**src/rtl/uart_tx_buffer.sv**
```systemverilog
// uart_tx_buffer: byte FIFO that feeds a UART transmitter one byte at a time,
// issuing each byte only after the previous byte's tx_complete.
//
// state  | meaning
// IDLE   | no byte in flight; pops the FIFO head into tx_byte when data is present
// STROBE | byte loaded; the registered tx_en goes low for one cycle on the next edge
// WAIT   | transmitter owns the byte; hold tx_byte until tx_complete
module uart_tx_buffer #(
    parameter int DEPTH      = 16,
    parameter int ADDR_WIDTH = 4
) (
    input  logic                  sourceClk,
    input  logic                  reset,
    input  logic                  wr_en,
    input  logic [7:0]            wr_data,
    output logic                  full,
    output logic                  empty,
    output logic [ADDR_WIDTH:0]   count,
    output logic                  overflow,
    input  logic                  ovf_clr,
    output logic                  tx_en,
    output logic [7:0]            tx_byte,
    input  logic                  tx_complete,
    output logic                  busy
);
    localparam logic [ADDR_WIDTH:0] FULL_COUNT = (ADDR_WIDTH + 1)'(DEPTH);

    typedef enum logic [1:0] {
        IDLE,
        STROBE,
        WAIT
    } state_t;

    state_t                state;
    state_t                state_next;
    logic [7:0]            mem [DEPTH];
    logic [ADDR_WIDTH-1:0] rd_ptr;
    logic [ADDR_WIDTH-1:0] wr_ptr;
    logic                  push;
    logic                  pop;

    assign full  = (count == FULL_COUNT);
    assign empty = (count == '0);
    assign push  = wr_en && !full;
    assign busy  = (state != IDLE);

    always_comb begin
        state_next = state;
        pop        = 1'b0;
        case (state)
            IDLE: begin
                if (!empty) begin
                    pop        = 1'b1;
                    state_next = STROBE;
                end
            end
            STROBE:  state_next = WAIT;
            WAIT:    if (tx_complete) state_next = IDLE;
            default: state_next = IDLE;
        endcase
    end

    // tx_en is registered from the state, so tx_byte is already stable for a
    // full cycle when the strobe reaches the transmitter.
    always_ff @(posedge sourceClk) begin
        if (reset) begin
            state    <= IDLE;
            rd_ptr   <= '0;
            wr_ptr   <= '0;
            count    <= '0;
            tx_en    <= 1'b1;
            tx_byte  <= 8'h00;
            overflow <= 1'b0;
        end else begin
            state <= state_next;
            tx_en <= (state != STROBE);
            if (pop) begin
                tx_byte <= mem[rd_ptr];
                rd_ptr  <= rd_ptr + 1'b1;
            end
            if (push) begin
                wr_ptr <= wr_ptr + 1'b1;
            end
            if (push && !pop) begin
                count <= count + 1'b1;
            end else if (pop && !push) begin
                count <= count - 1'b1;
            end
            if (wr_en && full) begin
                overflow <= 1'b1;
            end else if (ovf_clr) begin
                overflow <= 1'b0;
            end
        end
    end

    always_ff @(posedge sourceClk) begin
        if (push) begin
            mem[wr_ptr] <= wr_data;
        end
    end

endmodule

```
**config.mk**
```make
export PLATFORM = sky130hd
export DESIGN_NAME = uart_tx_buffer
export DESIGN_NICKNAME = d
export VERILOG_FILES = /design/src/rtl/uart_tx_buffer.sv
export SDC_FILE = /design/constraint.sdc
export NUM_CORES = 1
export LEC_CHECK = 0
export ABC_AREA = 1
export CORE_AREA = 3 3 120 122
export CTS_CLUSTER_DIAMETER = 60
export DETAILED_ROUTE_END_ITERATION = 8
export DIE_AREA = 0 0 123 125
export PLACE_DENSITY = 0.67
export SYNTH_ARGS = -nofsm -noshare
export SYNTH_HDL_FRONTEND = slang
export SYNTH_SLANG_ARGS = --single-unit
```
**constraint.sdc**
```tcl
create_clock -name sourceClk -period 3.2 [get_ports sourceClk]
set_clock_uncertainty 0.05 [all_clocks]
set_input_delay 0.64 -clock sourceClk [delete_from_list [all_inputs] [get_ports sourceClk]]
set_output_delay 0.64 -clock sourceClk [all_outputs]
set_load 0.01 [all_outputs]
```
==> summary.txt, run 1 <==
Setup path
  • Reg2reg setup slack: 0.89 ns
  • Worst Setup End Kind: register
  • Max stage delay on crit path: 0.48 ns
  • Worst Path Required: 3.49 ns
  • Crit Path Class: in2reg
  • Worst Path Arrival: 2.69 ns
  • R2R depth: 12
  • Crit-path slowest cell: clkdlybuf4s50_1
  • Startpoint type of the worst setup path: input pin
  • RR Startpoint: count[1]$_SDFFE_PP0P_
  • CP delay by family, top: buffers and inverters
  • Most used cell, CP: nand2_1
  • CP Max Fanout: 7
  • Crit-path cells: clkdlybuf4s50_1 -> nand2_1 -> inv_2 -> ha_1 -> inv_1 -> ha_1 -> nand2_1 -> o21ai_0 -> xor2_1 -> nand2_1 -> a21oi_1
  • CP bufs+invs: 3
  • Reg2reg end: count[4]$_SDFFE_PP0P_

GRT
  • Aggregate global routing overflow: 0
  • Largest net degree at the start of global routing: 67
  • All-Layer GR Usage: 20.63%
  • Global-route wire length before repair: 23.82 mm
  • Number of global-route vias before repair: 4536
  • Initial antenna violation count: 0

Layout
  • Post-layout util: 57.71%
  • Share of post-route cells with drive strength above 1: 5.679%
  • Nets: 734
  • Antenna diodes: 0
  • Area growth syn-to-layout: 15.15%

Min path
  • Hold path endpoint: tx_en$_SDFF_PP1_
  • Worst min-delay path class: reg2reg
  • HP Start: state[0]$_SDFFE_PP0P_
  • WHS Path Cells: 1

Detailed routing
  • Detailed Routing Iterations Pass 1: 5
  • Via density: 5.147
  • Routed len/inst: 16.64 µm
  • Remaining DRCs: 0
  • DRT Wirelength: 14.94 mm
  • Initial detailed-routing violation count: 587
  • Post-DRT Antenna Nets: 0
  • Via count: 4622

Floorplan
  • Starting Density: 50.11%
  • Die area: 15380 µm²
  • Row count: 42
  • Core area: 13300 µm²
  • Ports: 31
  • Die width: 123 µm
  • Chip Height: 125 µm

Logic synthesis
  • Synth cell types: 21
  • Largest family of logic cells by synthesized area: simple AND/OR/NAND/NOR gates
  • Ys Warns: 0
  • Post-synthesis compound-gate area fraction: 1.878%
  • FF+latch count, synth: 153
  • Syn Inst Count: 677
  • Cell Area, Synth: 6663 µm²
  • Adder-cell area share of the yosys netlist: 2.178%
  • Syn_nets: 701
  • Synth Area in Simple Gates: 22.05%
  • Post-synthesis sequential area ratio: 65.20%
  • Syn Area/Cell: 9.841 µm²
  • Xor and xnor area share after synthesis: 0.7887%
  • Mux contribution to synthesized area: 0%

Timing
  • Post-layout min period: 2.390 ns
  • Rel. slew slack: 28.97%
  • Fin Setup TNS: 0 ns
  • Fin. Hold Viols: 0
  • Tcrit/Tclk final: 74.70%
  • Pins over their slew limit: 0
  • Final setup violation count: 0
  • RSZ-0062 raised after global routing: false
  • Worst-Margin Slew: 1.064 ns
  • Worst hold margin: 0.3723 ns
  • Fmax: 418.3 MHz

Clock tree
  • Hold-fix buffers, CTS: 0
  • Clock transition at path regs: 0.06 ns
  • Clock tree from TritonCTS: yes
  • Root buffer cell: clkbuf_16
  • Clk sink count: 153
  • Clk_lat worst skew: 0.42 ns
  • H-tree Lvls: 4
  • CTS max path bufs: 2
  • PostCTS Resize Cnt: 0
  • Postcts setup bufs: 0
  • CTS Buf Count: 17

Status
  • Outcome: finished, final reports clean

Pwr
  • Share of power burned in combinational logic: 29.6%
  • Clock power frac: 31.4%
  • Peak VDD IR: 0.0004756 V
  • Static Leak: 3.229 nW
  • PD cells: 795.4 nW/µm²
  • Power after layout: 6.103 mW
  • Int Pwr: 4.126 mW
  • Sw Pwr: 1.977 mW
  • Sw frac: 32.40%
  • Sequential Power Share: 39.0%

Placement
  • Dpl hpwl: 9.675 mm
  • Port Buffer Count: 30
  • Final Wtd Congestion: 0.9078

Run
  • Maxcap violations: 0
[kinds of logic after synthesis]
logic type,count (synthesis)
compound gates,25
fa+ha+maj,11
flops,153
buf+inv,124
xor+xnor,6
simple gates,358
[state kept, by name, summed over array words and instances, names as in the netlist]
register	count
wr_ptr	4
mem	128
tx_en	1
count	5
rd_ptr	4
overflow	1
state	2
tx_byte	8
[Yosys cell counts (all sizes together)]
cell type    n  area share, %
buf         24            2.3
fa           1           0.30
inv         94            5.3
nand3       94            7.1
nor2        39            2.2
dfxtp       25            7.5
edfxtp     128             58
clkinv       2           0.11
xnor2        2           0.26
ha          10            1.9
xor2         4           0.53
a21oi       15            1.1
o21ai       10           0.75
nand2      223             13
nand4        2           0.19
clkbuf       4           0.23
[stage by stage]
| stage | setup WS [ns] | instances | area, µm² |
|---|---|---|---|
| 2_1_floorplan | 1.081 | 677 | 6663 |
| 4_1_cts | 0.8059 | 898 | 7672 |
| 3_5_place_dp | 0.3740 | 867 | 7108 |
| 3_3_place_gp | 0.4636 | 867 | 7108 |
| 6_report | 0.8095 | 898 | 7672 |
| 5_1_grt | 0.5868 | 898 | 7672 |
[worst register-to-register path: stages, from the launching register on]
cell     delay (ns)
dfxtp_1        0.38
inv_1          0.10
nand4_1        0.13
nand2_1        0.14
inv_2          0.14
ha_1           0.24
inv_1          0.12
ha_1           0.34
nand2_1        0.05
o21ai_0        0.19
xor2_1         0.18
nand2_1        0.06
a21oi_1        0.12
[layer usage]
layer / part of all wire [%] / global-route usage, % / vias to the layer above
li1: - / - / 2251
met1: 42 / 28.15 / 2166
met2: 48 / 32.07 / 178
met3: 7.7 / 5.285 / 27
met4: 2.0 / 7.557 / 0
met5: 0 / 0 / -
[power by group through the flow]
| stage | clock network, mW | registers [mW] | logic (mW) |
|---|---|---|---|
| after floorplan | 0 | 2.43 | 1.27 |
| after global placement | 0 | 2.42 | 1.76 |
| after detailed placement | 0 | 2.42 | 1.80 |
| after CTS | 1.94 | 2.38 | 1.81 |
| after global routing | 2.05 | 2.39 | 2.04 |
| final | 1.92 | 2.38 | 1.80 |
[cells in the final DEF (no fill, tap or decap), types with 9 or more instances in the layout]
cell type / instances
nand2_1: 222
edfxtp_1: 128
nand3_1: 94
inv_1: 90
nor2_1: 39
clkdlybuf4s50_1: 30
dfxtp_1: 24
clkbuf_16: 17
a21oi_1: 15
buf_4: 12
o21ai_0: 10
ha_1: 10
clkinv_1: 9
[worst max-delay path by stage]
stage                                 end                  start  cells past startpoint
floorplan           count[4]$_SDFFE_PP0P_                  wr_en                     10
global placement    count[4]$_SDFFE_PP0P_                  wr_en                     11
detailed placement  count[4]$_SDFFE_PP0P_                  wr_en                     11
CTS                 count[4]$_SDFFE_PP0P_                  wr_en                     11
global route        count[4]$_SDFFE_PP0P_  count[1]$_SDFFE_PP0P_                     12
finish              count[4]$_SDFFE_PP0P_                  wr_en                     11
[cell type report]
cell class	instances	area, µm²
Multi-Input combinational cell	400	1792
Clock buffer	18	429.2
Timing Repair Buffer	42	390.4
Tap cell	176	220.2
Fill cell	1143	5623
Clock inverter	13	135.1
Inverter	96	360.3
Sequential cell	153	4345
Note: power is estimated with default switching activity, not from simulation.
==> inputs of run 2 (changes only) <==
==> constraint.sdc (replaced) <==
create_clock -name sourceClk -period 2.2 [get_ports sourceClk]
set_clock_uncertainty 0.05 [all_clocks]
set_input_delay 0.44 -clock sourceClk [delete_from_list [all_inputs] [get_ports sourceClk]]
set_output_delay 0.44 -clock sourceClk [all_outputs]
set_load 0.01 [all_outputs]
==> run 2 against run 1 <==
Against the previous run:
- die area did not move
- core utilization up 1.6 points
- critical endpoint unchanged
- combinational power increased by 56%
- largest cell class unchanged
==> summary.txt, run 2 (same netlist as run 1, synthesis figures left out) <==
GRT
  • All-Layer GR Usage: 20.68%
  • Aggregate global routing overflow: 0
  • Global-route wire length before repair: 23.94 mm
  • Largest net degree at the start of global routing: 67
  • Initial antenna violation count: 0
  • Number of global-route vias before repair: 4639

Layout
  • Design area: 7885 µm²
  • Top Registers: mem: 128 flops, tx_byte: 8 flops, count: 5 flops
  • Antenna diodes: 0
  • Max reg flops: 128
  • Share of post-route cells with drive strength above 1: 10.16%
  • Nets: 761
  • Commonest cells after routing, fill and taps aside: nand2_1, edfxtp_1, nand3_1
  • Fillers: 1094
  • Top reg by flops: mem
  • Area growth syn-to-layout: 18.35%
  • Most common cell after layout, fill and taps aside: nand2_1

Timing
  • Final worst slack: 0.1635 ns
  • Post-layout min period: 2.036 ns
  • Pins over their slew limit: 0
  • Rel. slew slack: 51.05%
  • Tcrit/Tclk final: 92.57%
  • Fin. Hold Viols: 0
  • Final setup violation count: 0
  • Worst-Margin Slew: 0.7319 ns
  • Fmax: 491.0 MHz

Setup path
  • R2R depth: 11
  • CP Max Fanout: 4
  • Max stage delay on crit path: 0.35 ns
  • Crit Path Class: reg2reg
  • Crit-path slowest cell: dfxtp_1
  • CP bufs+invs: 1
  • Startpoint type of the worst setup path: register
  • RR Startpoint: count[0]$_SDFFE_PP0P_
  • CP delay by family, top: adder cells
  • Reg2reg end: count[4]$_SDFFE_PP0P_
  • Crit-path cells: nor2_2 -> nand4_1 -> nand2_2 -> ha_2 -> inv_2 -> ha_1 -> a21oi_1 -> o21ai_1 -> xor2_1 -> nand2_1 -> a21oi_1
  • Worst Setup End Kind: register
  • Worst Path Required: 2.50 ns
  • Most used cell, CP: a21oi_1
  • Reg2reg setup slack: 0.16 ns
  • Worst Path Arrival: 2.33 ns

Detailed routing
  • Routed len/inst: 15.97 µm
  • Initial detailed-routing violation count: 440
  • DRT Wirelength: 14.76 mm
  • Remaining DRCs: 0
  • Via count: 4691
  • Post-DRT Antenna Nets: 0
  • Via density: 5.077
  • Detailed Routing Iterations Pass 1: 5

Placement
  • Setup WS pre-CTS: -0.2202 ns
  • Placed Area: 7336 µm²
  • Port Buffer Count: 30
  • Final Wtd Congestion: 0.8906
  • Dpl hpwl: 9.859 mm

Pwr
  • PD cells: 1137 nW/µm²
  • Peak VDD IR: 0.0005890 V
  • Power after layout: 8.964 mW
  • Static Leak: 3.400 nW

Floorplan
  • Ports: 31
  • Die width: 123 µm
  • Starting Density: 50.11%
  • Chip Height: 125 µm
  • Core area: 13300 µm²
  • Die area: 15380 µm²
  • Row count: 42

Clock tree
  • CTS max path bufs: 2
  • Clock transition at path regs: 0.06 ns
  • Root buffer cell: clkbuf_16
  • Clk sink count: 153
  • Hold-fix buffers, CTS: 0
  • Clock tree from TritonCTS: yes
  • Postcts setup bufs: 0
  • CTS Buf Count: 17
  • H-tree Lvls: 4
  • PostCTS Resize Cnt: 0
  • Clk_lat worst skew: 0.42 ns

Status
  • Outcome: finished, final reports clean

Run
  • Maxcap violations: 0

Min path
  • WHS Path Cells: 1
  • Hold path endpoint: tx_en$_SDFF_PP1_
  • Worst min-delay path class: reg2reg
  • HP Start: state[0]$_SDFFE_PP0P_
-- run 2: how the worst max path moves through the flow --
stage / startpoint / to / cells past startpoint
6_report: count[0]$_SDFFE_PP0P_ / count[4]$_SDFFE_PP0P_ / 11
5_1_grt: count[2]$_SDFFE_PP0P_ / count[4]$_SDFFE_PP0P_ / 12
4_1_cts: count[0]$_SDFFE_PP0P_ / empty / 4
3_5_place_dp: wr_en / count[4]$_SDFFE_PP0P_ / 11
3_3_place_gp: wr_en / count[4]$_SDFFE_PP0P_ / 11
2_1_floorplan: count[1]$_SDFFE_PP0P_ / count[4]$_SDFFE_PP0P_ / 12
-- run 2: routing by layer --
metal | GRT usage (%) | routed length [µm] | vias up
met5 | 0 | 0 | -
met4 | 6.189 | 231 | 0
met3 | 4.833 | 858 | 21
met2 | 33.64 | 7288 | 135
met1 | 27.74 | 6380 | 2232
li1 | - | - | 2303
-- run 2: metrics by stage --
stage | cells | utilization (%) | setup TNS (ns) | hold slack (ns)
2_1_floorplan | 677 | - | 0 | 0.3445
3_3_place_gp | 894 | 55.18 | -0.2766 | 0.3547
3_5_place_dp | 894 | 55.18 | -0.4881 | 0.3754
4_1_cts | 924 | 59.23 | 0 | 0.3882
5_1_grt | 924 | 59.31 | -0.02016 | 0.4303
6_report | 924 | 59.31 | 0 | 0.3839
-- run 2: power by group --
part | leakage, nW | switching [mW] | internal, mW | total [mW]
sequential | 1.36 | 0.152 | 3.34 | 3.49
combinational | 1.77 | 1.73 | 1.07 | 2.80
clock | 0.270 | 1.04 | 1.63 | 2.67
total | 3.40 | 2.92 | 6.04 | 8.96
-- run 2: layout make-up --
| type | instances | area [µm²] | share of cell area [%] |
|---|---|---|---|
| Sequential cell | 153 | 4345 | 55.11 |
| Multi-Input combinational cell | 400 | 1797 | 22.79 |
| Timing Repair Buffer | 69 | 623.1 | 7.902 |
| Clock buffer | 18 | 429.2 | 5.443 |
| Inverter | 96 | 360.3 | 4.570 |
| Tap cell | 176 | 220.2 | 2.793 |
| Clock inverter | 12 | 110.1 | 1.396 |
